===== src/rtl/spi_pkg.sv =====
// Shared types and constants for the SPI receive path.
package spi_pkg;
    typedef enum logic [1:0] {
        IDLE,
        SHIFT,
        CHECK
    } spi_rx_state_t;

    localparam int SPI_LEAD_EDGES = 1;
    localparam int SPI_DATA_W     = 12;
endpackage


===== src/rtl/spi_rx_fifo.sv =====
// Small synchronous FIFO with power-of-2 depth; pointers carry one extra wrap bit.
module spi_rx_fifo #(
    parameter int W     = 12,
    parameter int DEPTH = 4
) (
    input  logic         clk,
    input  logic         rst,
    input  logic         push,
    input  logic [W-1:0] push_data,
    input  logic         pop,
    output logic [W-1:0] head_data,
    output logic         empty,
    output logic         full
);
    localparam int AW = $clog2(DEPTH);

    logic [W-1:0] mem [DEPTH];
    logic [AW:0]  wr_ptr_q, wr_ptr_d, rd_ptr_q, rd_ptr_d;
    logic         do_push, do_pop;

    assign empty     = (wr_ptr_q == rd_ptr_q);
    assign full      = (wr_ptr_q[AW] != rd_ptr_q[AW]) && (wr_ptr_q[AW-1:0] == rd_ptr_q[AW-1:0]);
    assign do_pop    = pop && !empty;
    // A pop frees the head slot in the same cycle, so a full FIFO can still accept.
    assign do_push   = push && (!full || do_pop);
    assign head_data = mem[rd_ptr_q[AW-1:0]];

    always_comb begin
        wr_ptr_d = wr_ptr_q;
        rd_ptr_d = rd_ptr_q;
        if (do_push) wr_ptr_d = wr_ptr_q + 1'b1;
        if (do_pop)  rd_ptr_d = rd_ptr_q + 1'b1;
    end

    always_ff @(posedge clk) begin
        if (do_push) mem[wr_ptr_q[AW-1:0]] <= push_data;
    end

    always_ff @(posedge clk) begin
        if (rst) begin
            wr_ptr_q <= '0;
            rd_ptr_q <= '0;
        end else begin
            wr_ptr_q <= wr_ptr_d;
            rd_ptr_q <= rd_ptr_d;
        end
    end
endmodule


===== src/rtl/spi_rx.sv =====
// SPI receiver: oversampled LSB-first deserialiser with frame-length check.
// Define SPI_RX_FIFO_EN to replace the single holding register with a FIFO.
module spi_rx
    import spi_pkg::*;
#(
    parameter int DATA_W      = SPI_DATA_W,
    parameter int SYNC_STAGES = 2,
    parameter int FIFO_DEPTH  = 4
) (
    input  logic              clk,
    input  logic              rst,
    input  logic              sclk,
    input  logic              cs,
    input  logic              mosi,
    output logic [DATA_W-1:0] dout,
    output logic              dout_valid,
    input  logic              dout_ready,
    output logic              frame_err,
    output logic              overrun
);
    localparam int CNT_W    = $clog2(DATA_W + 3);
    localparam int SETTLE_W = $clog2(SYNC_STAGES + 2);
    localparam logic [CNT_W-1:0]    CNT_MAX     = '1;
    localparam logic [CNT_W-1:0]    GOOD_CNT    = CNT_W'(DATA_W + SPI_LEAD_EDGES);
    localparam logic [SETTLE_W-1:0] SETTLE_DONE = SETTLE_W'(SYNC_STAGES + 1);

    if (SYNC_STAGES < 2) begin : g_bad_sync
        $error("SYNC_STAGES must be at least 2");
    end
    if (FIFO_DEPTH < 2 || (FIFO_DEPTH & (FIFO_DEPTH - 1)) != 0) begin : g_bad_depth
        $error("FIFO_DEPTH must be a power of 2");
    end

    logic [SYNC_STAGES-1:0] sclk_sync_q, sclk_sync_d, cs_sync_q, cs_sync_d, mosi_sync_q, mosi_sync_d;
    logic                   sclk_hist_q, sclk_hist_d, cs_hist_q, cs_hist_d;
    logic [SETTLE_W-1:0]    settle_q, settle_d;
    logic                   sclk_s, cs_s, mosi_s, edge_en;
    logic                   sclk_fall, cs_fall, cs_rise;
    spi_rx_state_t          state_q, state_d;
    logic [DATA_W-1:0]      shreg_q, shreg_d;
    logic [CNT_W-1:0]       edge_cnt_q, edge_cnt_d;
    logic                   frame_err_q, frame_err_d, push;

    assign sclk_s = sclk_sync_q[SYNC_STAGES-1];
    assign cs_s   = cs_sync_q[SYNC_STAGES-1];
    assign mosi_s = mosi_sync_q[SYNC_STAGES-1];

    // Edges are masked until the chains and history flops hold post-reset samples,
    // so a cs already low at reset release never looks like a new frame.
    assign edge_en   = (settle_q == SETTLE_DONE);
    assign sclk_fall = edge_en && sclk_hist_q && !sclk_s;
    assign cs_fall   = edge_en && cs_hist_q && !cs_s;
    assign cs_rise   = edge_en && !cs_hist_q && cs_s;

    always_comb begin
        sclk_sync_d = {sclk_sync_q[SYNC_STAGES-2:0], sclk};
        cs_sync_d   = {cs_sync_q[SYNC_STAGES-2:0], cs};
        mosi_sync_d = {mosi_sync_q[SYNC_STAGES-2:0], mosi};
        sclk_hist_d = sclk_s;
        cs_hist_d   = cs_s;
        settle_d    = edge_en ? settle_q : settle_q + 1'b1;
    end

    always_comb begin
        state_d     = state_q;
        shreg_d     = shreg_q;
        edge_cnt_d  = edge_cnt_q;
        push        = 1'b0;
        frame_err_d = 1'b0;
        case (state_q)
            IDLE: begin
                if (cs_fall) begin
                    state_d    = SHIFT;
                    shreg_d    = '0;
                    edge_cnt_d = '0;
                end
            end
            SHIFT: begin
                if (sclk_fall) begin
                    shreg_d = {mosi_s, shreg_q[DATA_W-1:1]};
                    if (edge_cnt_q != CNT_MAX) edge_cnt_d = edge_cnt_q + 1'b1;
                end
                if (cs_rise) state_d = CHECK;
            end
            CHECK: begin
                if (edge_cnt_q == GOOD_CNT) push = 1'b1;
                else                        frame_err_d = 1'b1;
                if (cs_fall) begin
                    state_d    = SHIFT;
                    shreg_d    = '0;
                    edge_cnt_d = '0;
                end else begin
                    state_d = IDLE;
                end
            end
            default: state_d = IDLE;
        endcase
    end

    always_ff @(posedge clk) begin
        if (rst) begin
            sclk_sync_q <= '0;
            cs_sync_q   <= '1;
            mosi_sync_q <= '0;
            sclk_hist_q <= 1'b0;
            cs_hist_q   <= 1'b1;
            settle_q    <= '0;
            state_q     <= IDLE;
            shreg_q     <= '0;
            edge_cnt_q  <= '0;
            frame_err_q <= 1'b0;
        end else begin
            sclk_sync_q <= sclk_sync_d;
            cs_sync_q   <= cs_sync_d;
            mosi_sync_q <= mosi_sync_d;
            sclk_hist_q <= sclk_hist_d;
            cs_hist_q   <= cs_hist_d;
            settle_q    <= settle_d;
            state_q     <= state_d;
            shreg_q     <= shreg_d;
            edge_cnt_q  <= edge_cnt_d;
            frame_err_q <= frame_err_d;
        end
    end

    assign frame_err = frame_err_q;

`ifdef SPI_RX_FIFO_EN
    logic              fifo_empty, fifo_full, pop, overrun_q, overrun_d;
    logic [DATA_W-1:0] head_data;

    assign pop = !fifo_empty && dout_ready;

    spi_rx_fifo #(
        .W     (DATA_W),
        .DEPTH (FIFO_DEPTH)
    ) u_fifo (
        .clk       (clk),
        .rst       (rst),
        .push      (push),
        .push_data (shreg_q),
        .pop       (pop),
        .head_data (head_data),
        .empty     (fifo_empty),
        .full      (fifo_full)
    );

    always_comb overrun_d = push && fifo_full && !pop;

    always_ff @(posedge clk) begin
        if (rst) overrun_q <= 1'b0;
        else     overrun_q <= overrun_d;
    end

    // Stale RAM contents are hidden so dout reads zero whenever nothing is held.
    assign dout       = fifo_empty ? '0 : head_data;
    assign dout_valid = !fifo_empty;
    assign overrun    = overrun_q;
`else
    logic [DATA_W-1:0] dout_q, dout_d;
    logic              dout_valid_q, dout_valid_d, overrun_q, overrun_d, pop;

    assign pop = dout_valid_q && dout_ready;

    always_comb begin
        dout_d       = dout_q;
        dout_valid_d = dout_valid_q;
        overrun_d    = 1'b0;
        if (pop) dout_valid_d = 1'b0;
        if (push) begin
            if (!dout_valid_q || pop) begin
                dout_d       = shreg_q;
                dout_valid_d = 1'b1;
            end else begin
                overrun_d = 1'b1;
            end
        end
    end

    always_ff @(posedge clk) begin
        if (rst) begin
            dout_q       <= '0;
            dout_valid_q <= 1'b0;
            overrun_q    <= 1'b0;
        end else begin
            dout_q       <= dout_d;
            dout_valid_q <= dout_valid_d;
            overrun_q    <= overrun_d;
        end
    end

    assign dout       = dout_q;
    assign dout_valid = dout_valid_q;
    assign overrun    = overrun_q;
`endif
endmodule


===== config.mk =====
export PLATFORM = sky130hd
export DESIGN_NAME = spi_rx
export DESIGN_NICKNAME = d
export VERILOG_FILES = /design/src/rtl/spi_pkg.sv /design/src/rtl/spi_rx_fifo.sv /design/src/rtl/spi_rx.sv
export SDC_FILE = /design/constraint.sdc
export NUM_CORES = 1
export LEC_CHECK = 0
export BUFFER_PORTS_ARGS = -buffer_cell sky130_fd_sc_hd__buf_4
export CORE_ASPECT_RATIO = 1.25
export CORE_MARGIN = 2
export CORE_UTILIZATION = 30
export DETAILED_ROUTE_END_ITERATION = 7
export PLACE_DENSITY = 0.53
export SLEW_MARGIN = 20
export SYNTH_ARGS = -nofsm -noshare
export SYNTH_HDL_FRONTEND = slang
export SYNTH_SLANG_ARGS = --single-unit

===== constraint.sdc =====
create_clock -name clk -period 1.4 [get_ports clk]
set_input_delay 0.28 -clock clk [delete_from_list [all_inputs] [get_ports clk]]
set_output_delay 0.28 -clock clk [all_outputs]
set_load 0.005 [all_outputs]

==> flow_metrics.env <==
export IMPL_layout_worst_path_cycle_share=1.01
export IMPL_yosys_warnings=0
export IMPL_fp_dieH_microns=87.0
export IMPL_wl_met1_mm=1.30
export IMPL_cts_buffers=5
export IMPL_r2r_cells=5
export IMPL_synthesis_area_sq_um=1650
export IMPL_grt_setup_unrepaired="true"
export IMPL_cp_data_required_time_ps=1610
export IMPL_die_x_microns=70.4
export IMPL_clock_path_buffers=2
export IMPL_grt_pass1_vias=1145
export IMPL_boundaryPins=21
export IMPL_cts_tree="built"
export IMPL_syn_instance_count=167
export IMPL_drc_errors=0
export IMPL_core_sq_um=5370
export IMPL_pre_cts_ws_ps=-53.6
export IMPL_p_per_area_nw_per_um2=1110
export IMPL_r2r_end="edge_cnt_q[3]"
export IMPL_dr_total_vias=1209
export IMPL_num_rows=30
export IMPL_final_hold_violation_count=0
export IMPL_crit_fanout=13
export IMPL_start_util=0.308
export IMPL_relSlewSlack=0.768
export IMPL_dr_pass1_iters=3
export IMPL_power_switching_mw=0.528
export IMPL_h_tree_depth=2
export IMPL_clock_latency_ps=300
export IMPL_gr_usage_all_layers=0.109
export IMPL_drive_gt1_frac=0.320
export IMPL_dp_hpwl_mm=2.04
export IMPL_max_cap_viol_count=0
export IMPL_syn2layout_area_growth_pct=31.0
export IMPL_clkPwrFrac=0.401
export IMPL_ys_types=34
export IMPL_worst_slack_ps=-19.8
export IMPL_grt_pass1_wl_mm=5.23
export IMPL_cts_hold_fix_buffers=0
export IMPL_cts_sinks=43
export IMPL_fmax_mhz=704
export IMPL_fin_crit_ps=1420
export IMPL_start_kind="register"
export IMPL_p_sw_frac=0.220
export IMPL_clock_skew_ps=7.76
export IMPL_ys_seq_area_frac=0.520
export IMPL_io_buffers=20
export IMPL_rr_startpoint="settle_q[0]"
export IMPL_antenna_found_initial=0
export IMPL_p_comb_frac=0.067
export IMPL_worstHoldStart="cs"
export IMPL_instances_no_fill=264
export IMPL_post_place_cells=255
export IMPL_worstPathArrival_ps=1630
export IMPL_synthesis_nets=176
export IMPL_status="complete, but fails checks"
export IMPL_gp_congestion=0.719
export IMPL_routed_wirelength_mm=3.03
export IMPL_worstHoldPathType="primary input to register"
export IMPL_overflow=0
export IMPL_grt_max_degree=33
export IMPL_n_antenna_cell=0
export IMPL_min_to="cs_sync_q[0]"
export IMPL_worst_slew_pin_slew_ps=348
export IMPL_nets=208
export IMPL_wl_per_cell_microns=11.5
export IMPL_r2r_slack_ps=-20
export IMPL_ys_ff_latch=43
export IMPL_syn_area_per_cell_sq_um=9.90
export IMPL_clk_pin_slew_ps=80
export IMPL_p_leak_nw=0.784
export IMPL_critPathLaunch="settle_q[0]"
export IMPL_seqPwrFrac=0.532
export IMPL_viasPerCell=4.58
export IMPL_violations="negative setup slack"
export IMPL_path_class="register to register"
export IMPL_drt_iter0_markers=58
export IMPL_slew_viol_final=0
export IMPL_drtAntennaViolNets=0
export IMPL_dr_max_layer_used="met4"
export IMPL_p_int_mw=1.87
export IMPL_setup_violations=4
export IMPL_dr_wl_met3_microns=115
export IMPL_design_die_area_sq_um=6130
export IMPL_endpoint_kind="register"
export IMPL_timing_hold_ws_ps=161
export IMPL_ir_worst_vdd_mv=0.446
export IMPL_route_met2_wl_mm=1.54
export IMPL_holdPathStages=2
export IMPL_cts_root_buf="clkbuf_8"
## metrics by stage
stage          setup TNS [ps]   util  area [sq um]  power, mW
5_1_grt                  -776  0.404          2170       2.50
6_report                -63.5  0.404          2170       2.40
3_3_place_gp            -84.7  0.372          2000       1.46
4_1_cts                 -57.4  0.395          2120       2.43
2_1_floorplan               0      -          1690       1.40
3_5_place_dp             -192  0.372          2000       1.46
## routing by layer
layer  vias up  global-route usage
met3         5              0.0324
met2        21               0.184
li1        631                   -
met4         0              0.0629
met1       552               0.123
met5         -                   0
## critical path, cell delays in order (launching register included)
cell and delay, ps:
dfxtp_2 360, ha_4 140, nand4b_1 180, o21ba_2 280
buf_12 140, o32ai_1 250
## area by class of cell
type                    count  area [sq um]
repair buffers             34           293
inverters                   1          3.75
well taps                  64          80.1
clock buffers               5          68.8
fillers                   549          3200
multi-input cells         114           811
flip-flops and latches     43           867
clock inverters             3          43.8
## Yosys cell counts
| master | count | area share |
|---|---|---|
| a21oi_1 | 15 | 0.045 |
| a22o_1 | 1 | 0.0053 |
| a31o_1 | 1 | 0.0053 |
| a31oi_2 | 1 | 0.0076 |
| and4bb_1 | 1 | 0.0076 |
| buf_2 | 1 | 0.0030 |
| buf_4 | 1 | 0.0045 |
| buf_6 | 1 | 0.0068 |
| buf_8 | 1 | 0.0091 |
| clkbuf_1 | 5 | 0.011 |
| dfxtp_1 | 43 | 0.52 |
| ha_1 | 3 | 0.023 |
| inv_1 | 1 | 0.0023 |
| mux2i_1 | 15 | 0.091 |
| nand2_1 | 17 | 0.039 |
| nand2b_1 | 5 | 0.019 |
| nand3_1 | 13 | 0.039 |
| nand3_2 | 1 | 0.0061 |
| nand4b_1 | 1 | 0.0053 |
| nor2_1 | 15 | 0.034 |
| nor2b_1 | 7 | 0.026 |
| nor3_1 | 1 | 0.0030 |
| nor3b_1 | 1 | 0.0045 |
| nor3b_2 | 1 | 0.0076 |
| nor3b_4 | 1 | 0.011 |
| nor4_1 | 1 | 0.0038 |
| nor4b_1 | 1 | 0.0053 |
| o21ai_0 | 1 | 0.0030 |
| o21ba_2 | 1 | 0.0061 |
| o21bai_1 | 1 | 0.0045 |
| o2bb2ai_1 | 1 | 0.0053 |
| o32ai_1 | 1 | 0.0053 |
| or2_1 | 5 | 0.019 |
| xor2_1 | 2 | 0.011 |
## registers in the layout (all words and copies together) (netlist names)
name         count
sclk_hist_q      1
settle_q         2
sclk_sync_q      2
mosi_sync_q      2
cs_hist_q        1
edge_cnt_q       4
shreg_q         12
overrun          1
dout_valid       1
dout            12
state_q          2
cs_sync_q        2
frame_err        1
## power groups by stage
stage	logic, mW	registers [mW]	clock network (mW)
2_1_floorplan	0.109	1.29	0
3_3_place_gp	0.157	1.30	0
3_5_place_dp	0.158	1.30	0
4_1_cts	0.159	1.28	0.994
5_1_grt	0.181	1.28	1.04
6_report	0.160	1.28	0.960
## how the worst max path moves through the flow
stage,slack [ps],end,cells after the start
after floorplan,8,edge_cnt_q[1],5
after global placement,-50,edge_cnt_q[1],5
after detailed placement,-50,edge_cnt_q[1],5
after CTS,-30,edge_cnt_q[1],5
after global routing,-100,edge_cnt_q[0],5
final,-20,edge_cnt_q[3],5
## cell usage in the layout, fill, tap and decap left out, drive strengths merged, types with 5 or more instances in the layout
master / Yosys / layout
dfxtp: 43 / 43
nand2: 17 / 17
nand2b: 5 / 5
mux2i: 15 / 15
clkbuf: 5 / 5
nor2: 15 / 15
buf: 4 / 34
or2: 5 / 5
nand3: 14 / 14
a21oi: 15 / 15
nor2b: 7 / 7
## kinds of logic (layout without fill, tap and decap cells)
family | Yosys count | in the layout | synth area share
and+or+nand+nor | 71 | 71 | 0.231
AOI/OAI and AO/OA | 23 | 23 | 0.0877
buffers and inverters | 10 | 43 | 0.0371
DFF | 43 | 43 | 0.520
adders and majority gates | 3 | 3 | 0.0227
xor gates and xnor gates | 2 | 2 | 0.0106
muxes | 15 | 15 | 0.0908
## what timing repair did
action | 4_1_cts | 5_1_grt
pin swaps | 2 | 3
setup endpoints to repair | 16 | 28
resized for setup | 2 | 11
buffers inserted | 1 | 0
Note: power is estimated with default switching activity, not from simulation.
